===== config.mk =====
export PLATFORM = sky130hd
export DESIGN_NAME = bypass_ctrl_n
export DESIGN_NICKNAME = d
export VERILOG_FILES = /design/src/rtl/bypass_pkg.sv /design/src/rtl/bypass_port_sel.sv /design/src/rtl/bypass_ctrl_n.sv
export SDC_FILE = /design/constraint.sdc
export NUM_CORES = 1
export LEC_CHECK = 0
export ABC_AREA = 1
export CAP_MARGIN = 20
export CORE_MARGIN = 10
export CORE_UTILIZATION = 55
export CTS_BUF_LIST = sky130_fd_sc_hd__clkbuf_4 sky130_fd_sc_hd__clkbuf_8
export DETAILED_ROUTE_END_ITERATION = 10
export DONT_BUFFER_PORTS = 1
export PLACE_DENSITY = 0.78
export SYNTH_ARGS = -nofsm -noshare
export SYNTH_HDL_FRONTEND = slang
export SYNTH_SLANG_ARGS = --single-unit

===== constraint.sdc =====
create_clock -name clk_i -period 3 [get_ports clk_i]
set_input_delay 0.3 -clock clk_i [delete_from_list [all_inputs] [get_ports clk_i]]
set_output_delay 0.3 -clock clk_i [all_outputs]
set_load 0.01 [all_outputs]

===== src/rtl/bypass_pkg.sv =====
// Shared widths and scoreboard entry type for the
// decode-stage bypass / interlock controller.
package bypass_pkg;

  localparam int DEF_NUM_RD  = 2;
  localparam int DEF_NUM_SRC = 8;
  localparam int DEF_XLEN    = 32;
  localparam int DEF_REG_AW  = 5;
  localparam int DEF_LAT_W   = 3;
  localparam int DEF_TAG_W   = 4;

  typedef struct packed {
    logic                 busy;
    logic [DEF_LAT_W-1:0] cnt;
    logic [DEF_TAG_W-1:0] tag;
  } sb_entry_t;

endpackage


===== src/rtl/bypass_port_sel.sv =====
// One decode read port: youngest-first source match
// plus in-flight scoreboard interlock.
module bypass_port_sel
  import bypass_pkg::*;
#(
  parameter int NUM_SRC = DEF_NUM_SRC,
  parameter int XLEN    = DEF_XLEN,
  parameter int REG_AW  = DEF_REG_AW,
  parameter int LAT_W   = DEF_LAT_W
) (
  input  logic                      rd_en_i,
  input  logic [REG_AW-1:0]         rd_addr_i,
  input  logic [NUM_SRC-1:0]        src_wr_en_i,
  input  logic [NUM_SRC*REG_AW-1:0] src_addr_i,
  input  logic [NUM_SRC*XLEN-1:0]   src_data_i,
  input  logic [NUM_SRC-1:0]        src_rdy_i,
  input  logic                      sb_busy_i,
  input  logic [LAT_W-1:0]          sb_cnt_i,
  output logic                      byp_en_o,
  output logic [XLEN-1:0]           byp_data_o,
  output logic                      stall_o
);

  logic            act;
  logic            hit;
  logic            rdy;
  logic [XLEN-1:0] data;

  assign act = rd_en_i && (rd_addr_i != '0);

  // Scan oldest to youngest so the youngest match is left last.
  always_comb begin
    hit  = 1'b0;
    rdy  = 1'b0;
    data = '0;
    for (int i = NUM_SRC - 1; i >= 0; i--) begin
      if (src_wr_en_i[i] &&
          src_addr_i[i*REG_AW +: REG_AW] == rd_addr_i) begin
        hit  = 1'b1;
        rdy  = src_rdy_i[i];
        data = src_data_i[i*XLEN +: XLEN];
      end
    end
  end

  assign byp_en_o   = act && hit && rdy;
  assign byp_data_o = byp_en_o ? data : '0;
  assign stall_o    = act && ((hit && !rdy) ||
                              (sb_busy_i && sb_cnt_i != '0));

endmodule


===== src/rtl/bypass_ctrl_n.sv =====
// N-port operand bypass selector with a latency-counting
// scoreboard, tag-checked retire and decode stall counter.
module bypass_ctrl_n
  import bypass_pkg::*;
#(
  parameter int NUM_RD  = DEF_NUM_RD,
  parameter int NUM_SRC = DEF_NUM_SRC,
  parameter int XLEN    = DEF_XLEN,
  parameter int REG_AW  = DEF_REG_AW,
  parameter int LAT_W   = DEF_LAT_W,
  parameter int TAG_W   = DEF_TAG_W
) (
  input  logic                      clk_i,
  input  logic                      rsn_i,
  input  logic [NUM_RD*REG_AW-1:0]  rd_addr_i,
  input  logic [NUM_RD-1:0]         rd_en_i,
  input  logic                      iss_valid_i,
  input  logic                      iss_wr_en_i,
  input  logic [REG_AW-1:0]         iss_rd_i,
  input  logic [LAT_W-1:0]          iss_lat_i,
  output logic [TAG_W-1:0]          iss_tag_o,
  input  logic [NUM_SRC-1:0]        src_wr_en_i,
  input  logic [NUM_SRC*REG_AW-1:0] src_addr_i,
  input  logic [NUM_SRC*XLEN-1:0]   src_data_i,
  input  logic [NUM_SRC-1:0]        src_rdy_i,
  input  logic                      ret_en_i,
  input  logic [REG_AW-1:0]         ret_addr_i,
  input  logic [TAG_W-1:0]          ret_tag_i,
  input  logic                      flush_i,
  output logic [NUM_RD-1:0]         bypass_en_o,
  output logic [NUM_RD*XLEN-1:0]    bypass_data_o,
  output logic                      stall_core_o,
  output logic [31:0]               stall_cnt_o
);

  localparam int NUM_REGS = 2**REG_AW;

  sb_entry_t [NUM_REGS-1:0] sb_q, sb_d;
  logic [TAG_W-1:0]         tag_q, tag_d;
  logic [31:0]              scnt_q, scnt_d;
  logic [NUM_RD-1:0]        p_en, p_stall;
  logic [NUM_RD*XLEN-1:0]   p_data;
  logic                     iss_acc;

  for (genvar p = 0; p < NUM_RD; p++) begin : g_port
    logic [REG_AW-1:0] a;
    assign a = rd_addr_i[p*REG_AW +: REG_AW];

    bypass_port_sel #(
      .NUM_SRC (NUM_SRC),
      .XLEN    (XLEN),
      .REG_AW  (REG_AW),
      .LAT_W   (LAT_W)
    ) u_sel (
      .rd_en_i     (rd_en_i[p]),
      .rd_addr_i   (a),
      .src_wr_en_i (src_wr_en_i),
      .src_addr_i  (src_addr_i),
      .src_data_i  (src_data_i),
      .src_rdy_i   (src_rdy_i),
      .sb_busy_i   (sb_q[a].busy),
      .sb_cnt_i    (sb_q[a].cnt),
      .byp_en_o    (p_en[p]),
      .byp_data_o  (p_data[p*XLEN +: XLEN]),
      .stall_o     (p_stall[p])
    );
  end

  // Reset masks the combinational outputs regardless of inputs.
  assign bypass_en_o   = rsn_i ? p_en   : '0;
  assign bypass_data_o = rsn_i ? p_data : '0;
  assign stall_core_o  = rsn_i && (|p_stall);
  assign iss_tag_o     = tag_q;
  assign stall_cnt_o   = scnt_q;

  assign iss_acc = iss_valid_i && iss_wr_en_i && !stall_core_o &&
                   (iss_rd_i != '0) && !flush_i;

  always_comb begin
    sb_d = sb_q;
    for (int r = 0; r < NUM_REGS; r++) begin
      if (flush_i) begin
        sb_d[r].busy = 1'b0;
      end else if (iss_acc && iss_rd_i == REG_AW'(r)) begin
        sb_d[r] = '{busy: 1'b1, cnt: iss_lat_i, tag: tag_q};
      end else begin
        if (ret_en_i && ret_addr_i == REG_AW'(r) &&
            ret_tag_i == sb_q[r].tag)
          sb_d[r].busy = 1'b0;
        if (sb_q[r].busy && sb_q[r].cnt != '0)
          sb_d[r].cnt = sb_q[r].cnt - 1'b1;
      end
    end
  end

  assign tag_d  = tag_q + TAG_W'(iss_acc);
  assign scnt_d = (stall_core_o && scnt_q != '1) ?
                  scnt_q + 32'd1 : scnt_q;

  always_ff @(posedge clk_i) begin
    if (!rsn_i) begin
      sb_q   <= '0;
      tag_q  <= '0;
      scnt_q <= '0;
    end else begin
      sb_q   <= sb_d;
      tag_q  <= tag_d;
      scnt_q <= scnt_d;
    end
  end

endmodule


==> impl_metrics.ini, run 1 <==
[outcome]
status = finished, final reports clean

[power_and_ir_drop]
peakVddDrop_v = 0.000455
powerDensity_mw_per_mm2 = 349
power.leakage_uw = 0.0118

[clocking]
htreeDepth = 2
clock-sinks = 292
clockBufferDepth = 3
clk_latency_ns = 0.61
cts_inserted_buffers = 50
cts_tree = yes
clock-root-buffer = clkbuf_8
clk_pin_slew_worst_paths_ns = 0.05

[sta]
hold_viol_final = 0
worst-slew-pin-transition_ns = 1.15
setup_slack_ns = 0.0586
min_period_ns = 2.94
fin_worst_skew_ns = 0.0439
drv_slew = 0
timing.fmax_mhz = 340
period_share_pct = 98.0
max_slew_margin_pct = 23.3
finalSetupViolCount = 0

[detailed_routing]
vias_per_cell = 6.13
dr.pass1.iters = 8
dr.first_iter.drc_count = 3763
wl_mm = 105
route.vias.total = 28000
postRouteAntennaNets = 0
drcViolationCount = 0
wl_per_cell_um = 23.0

[place]
post_dp_cell_area_mm2 = 0.0249
hpwl_mm = 74.2
gp_congestion = 1.09
port_buffers = 0
pre_cts_ws_ns = -0.0166

[critical_path]
cp_max_fo = 31
crit_type = input port to output port
start_kind = input port
cp.arrival_ns = 2.64
endpoint_kind = output port
cp.required_ns = 2.70
reg2reg_slack_ns = 0.10

[logic_synthesis]
async_flop_share_pct = 0
synth_edf_count = 0
synthTopCellsByArea = dfxtp_1 (25%), nand2_1 (13%), a21oi_1 (9.6%)
syn-mean-instance-area_um2 = 6.03
yosysUniqueCellTypes = 46
syn_nets = 4258
yosysTopAreaCellShare_pct = 25.2
syn_area_mm2 = 0.0232
ys_ff_latch = 292
synthFlopType = dfxtp_1
yosysTopAreaCell = dfxtp_1
netlist_instances = 3844
yosysWarnings = 0
seq_area_frac_synth_pct = 25.2

[final_layout]
syn2layout_area_growth_pct = 16.7
drive_above_1_share_pct = 12.3
mostFrequentLayoutCell = nand2_1
finish.instance_area_mm2 = 0.0271
final_nets = 4386
layout_common_cells = nand2_1 (823), nor2_1 (452), inv_1 (450), a21oi_1 (438), o21ai_0 (330)

[global_route]
grt_pass1_wl_mm = 149
first_global_vias = 24200
grt_util_all_layers_pct = 37.4
grt_overflow = 0
grt_antenna_before_repair = 8
grt_max_degree = 240

[floorplan]
core-area_mm2 = 0.0419
rows = 75
die-height_um = 225
io_pins = 450
chipWidth_um = 225
die_area_mm2 = 0.0508
start_util_pct = 55.4

[job]
cap_violations = 0

[worst_hold_path]
hold_class = input port to flop
path summary, 6_finish.rpt:
kind | startpoint | end | depth (start not counted)
setup / recovery | rd_addr_i[5] | bypass_data_o[60] | 16
hold reg to reg | sb_q[175]$_SDFFE_PP0P_ | sb_q[175]$_SDFFE_PP0P_ | 2
setup reg to reg | sb_q[196]$_SDFFE_PN0P_ | sb_q[33]$_SDFFE_PN0P_ | 17
hold / removal | rsn_i | sb_q[7]$_SDFFE_PP0P_ | 4
registers in the layout, summed over array words and instances (netlist names):
name and count:
iss_tag_o 4, stall_cnt_o 32, sb_q 256
cell type report:
class                   instances  area (µm²)
fillers                      3869       14800
multi-input cells            2842       14700
flip-flops and latches        292        5850
repair buffers                309        2870
inverters                     477        1800
clock buffers                  75         945
well taps                     539         674
clock inverters                12         174
diodes                         19        47.5
metrics by stage:
step            TNS, ns  utilization [%]  hold WS, ns  cells  total power (µW)
2_1_floorplan         0                -        0.419   3844              4890
3_3_place_gp   -0.00543             59.4        0.430   4378              5180
4_1_cts               0             62.9       -0.134   4495              9250
6_report              0             64.7     0.000302   4565              9430
5_1_grt        -0.00547             64.6      0.00136   4555              9730
3_5_place_dp    -0.0254             59.4        0.430   4378              5190
routing by layer:
layer	track usage [%]	share of wire, %	vias to the layer above
met5	0	0.026	-
met2	57.2	43	1878
met1	46.0	37	12600
met3	11.9	14	358
met4	20.5	6.2	4
li1	-	-	13100
repair_timing:
| action | in CTS | in global routing |
|---|---|---|
| cloned | 0 | 2 |
| hold endpoints to repair | 239 | 42 |
| gates resized for setup | 3 | 81 |
| hold buffers | 30 | 8 |
| buffers inserted | 0 | 46 |
| setup endpoints to repair | 3 | 109 |
| pin swaps | 0 | 25 |
cell families after synthesis:
| family | Yosys count | synth area share (%) |
|---|---|---|
| AO/OA/AOI/OAI | 1129 | 27.3 |
| XOR/XNOR | 68 | 2.57 |
| adder cells (fa/ha/maj) | 67 | 3.62 |
| buffers and inverters | 710 | 12.2 |
| flip-flops | 292 | 25.2 |
| AND/OR/NAND/NOR | 1578 | 29.1 |
Yosys cell counts (27+ instances only):
library cell	count
dfxtp_1	292
xor2_1	39
nand3_1	158
buf_2	40
a21oi_1	443
nand2_1	826
nor2_1	458
ha_1	67
o211ai_1	66
nand4_1	27
o22ai_1	142
nor3_1	34
o21ai_0	358
inv_1	456
xnor2_1	29
clkbuf_1	158
critical path, stage by stage:
cell	delay [ns]
inv_2	0.13
nand2_1	0.07
nand2_1	0.06
nor2_1	0.04
nand3_1	0.20
inv_1	0.08
or2_2	0.33
buf_12	0.17
o22ai_1	0.18
nand2_1	0.09
o211ai_1	0.08
o21ai_0	0.17
o21ai_1	0.21
o211ai_1	0.15
a21oi_2	0.21
buf_4	0.15
report_power, final:
group / leakage (µW) / internal, µW / switching (µW)
Combinational: 0.00884 / 508 / 964
Clock: 0.000590 / 2350 / 1700
Sequential: 0.00235 / 3890 / 17.9
No activity file was read; power rests on OpenSTA's default activity.
==> inputs of run 2 (changes only) <==
- PLACE_DENSITY: 0.78 -> 0.75
- clock period: 3 -> 3.6 ns (I/O delays scaled with it)
==> run 2 against run 1 <==
  * Count of clock-buffer cells in the layout rose by 1
  * Non-clock buffer count fell by 152
  * Via count fell by 2.9%
==> impl_metrics.ini, run 2 (synthesis gave the netlist of run 1 again) <==
[global_route]
first_global_vias = 23900
grt_pass1_wl_mm = 150
grt_max_degree = 167
grt_antenna_before_repair = 8
grt_util_all_layers_pct = 38.0
grt_overflow = 0

[worst_hold_path]
hold_class = input port to flop

[floorplan]
die_area_mm2 = 0.0508
die-height_um = 225
rows = 75
core-area_mm2 = 0.0419
chipWidth_um = 225
io_pins = 450
start_util_pct = 55.4

[final_layout]
mostFrequentLayoutCell = nand2_1
nFillCells = 4204
seq_area_mm2 = 0.00585
final_nets = 4232
multi_input_area_mm2 = 0.0145
syn2layout_area_growth_pct = 8.89
layout_common_cells = nand2_1 (826), nor2_1 (457), inv_1 (455), a21oi_1 (443), o21ai_0 (358)
drive_above_1_share_pct = 8.28
final_core_util_pct = 60.3
top_register = sb_q
largest_register_ff_count = 256

[clocking]
clock-root-buffer = clkbuf_8
clock-sinks = 292
clk_pin_slew_worst_paths_ns = 0.06
clk_latency_ns = 0.62
cts_tree = yes
clockBufferDepth = 3
cts_setup_buffers = 0
cts_inserted_buffers = 48
htreeDepth = 2

[place]
port_buffers = 0
hpwl_mm = 74.8
gp_congestion = 1.04

[detailed_routing]
dr.pass1.iters = 9
wl_mm = 102
dr.first_iter.drc_count = 3928
vias_per_cell = 6.17
route.vias.total = 27200
postRouteAntennaNets = 0
wl_per_cell_um = 23.1
drcViolationCount = 0

[power_and_ir_drop]
fin_total_pwr_uw = 7460
power.leakage_uw = 0.0110
powerDensity_mw_per_mm2 = 296
peakVddDrop_v = 0.000316

[sta]
rsz0062_at_grt = no
fin_setup_tns_ns = 0
worst-slew-pin-transition_ns = 1.06
min_period_ns = 3.45
timing.fmax_mhz = 290
max_slew_margin_pct = 29.1
finalSetupViolCount = 0
fin_worst_skew_ns = 0.0368
period_share_pct = 95.7
hold_viol_final = 0
drv_slew = 0

[critical_path]
crit_type = input port to output port
endpoint_kind = output port
cp.required_ns = 3.24
start_kind = input port
cp.arrival_ns = 3.09
cp_max_fo = 31

[job]
cap_violations = 0

[outcome]
status = finished, final reports clean
-- run 2: what timing repair did --
action                                  in CTS  in global routing
hold endpoints to repair                   167                  0
gates resized for setup                      0                  2
endpoints found under the setup margin       0                  2
hold buffers                                 7                  0
-- run 2: path summary, 6_finish.rpt --
path	startpoint	end	slack (ns)	cells past startpoint
worst max-delay path	rd_addr_i[5]	bypass_data_o[32]	0.15	15
worst min-delay path	iss_lat_i[2]	sb_q[198]$_SDFFE_PN0P_	0.009	4
worst max register to register	sb_q[76]$_SDFFE_PN0P_	stall_cnt_o[5]$_SDFFE_PN0P_	0.42	16
worst min register to register	sb_q[2]$_SDFFE_PN0P_	sb_q[2]$_SDFFE_PN0P_	0.44	2
-- run 2: metal layers --
layer,up-vias,global-route usage (%),share of wire (%)
met5,-,0,0.056
met4,8,19.1,5.4
met3,289,11.8,13
met2,1718,58.3,44
met1,12400,47.1,38
li1,12800,-,-
-- run 2: through the flow --
step / hold WS (ns) / cells / area, µm² / setup WS (ns)
floorplan: 0.419 / 3844 / 23200 / 0.719
global placement: 0.427 / 4300 / 24100 / 0.191
detailed placement: 0.430 / 4300 / 24100 / 0.208
CTS: 0.000695 / 4393 / 25200 / 0.189
global route: 0.0262 / 4397 / 25200 / 0.0138
finish: 0.00904 / 4404 / 25200 / 0.155
-- run 2: layout make-up --
class / instances / area share, %
Sequential cell: 292 / 23.2
Tap cell: 539 / 2.67
Multi-Input combinational cell: 2842 / 57.5
Clock inverter: 10 / 0.357
Timing Repair Buffer: 157 / 5.37
Antenna cell: 11 / 0.109
Clock buffer: 76 / 3.70
Inverter: 477 / 7.09
-- run 2: critical path, cell delays in order --
cell and delay, ns:
inv_2 0.17, nand2_1 0.08, nand2_1 0.06, nor2_1 0.04, nand3_1 0.19, inv_1 0.11, or2_2 0.56, o22ai_1 0.22
nor2_1 0.06, o22ai_1 0.14, a21oi_1 0.09, o21ai_0 0.35, o21ai_0 0.31, nor2_1 0.18, buf_4 0.15
-- run 2: power breakdown --
part,leakage (µW),switching (µW),internal [µW]
Combinational,0.00808,730,315
Clock,0.000544,1440,1720
Sequential,0.00235,15.6,3240
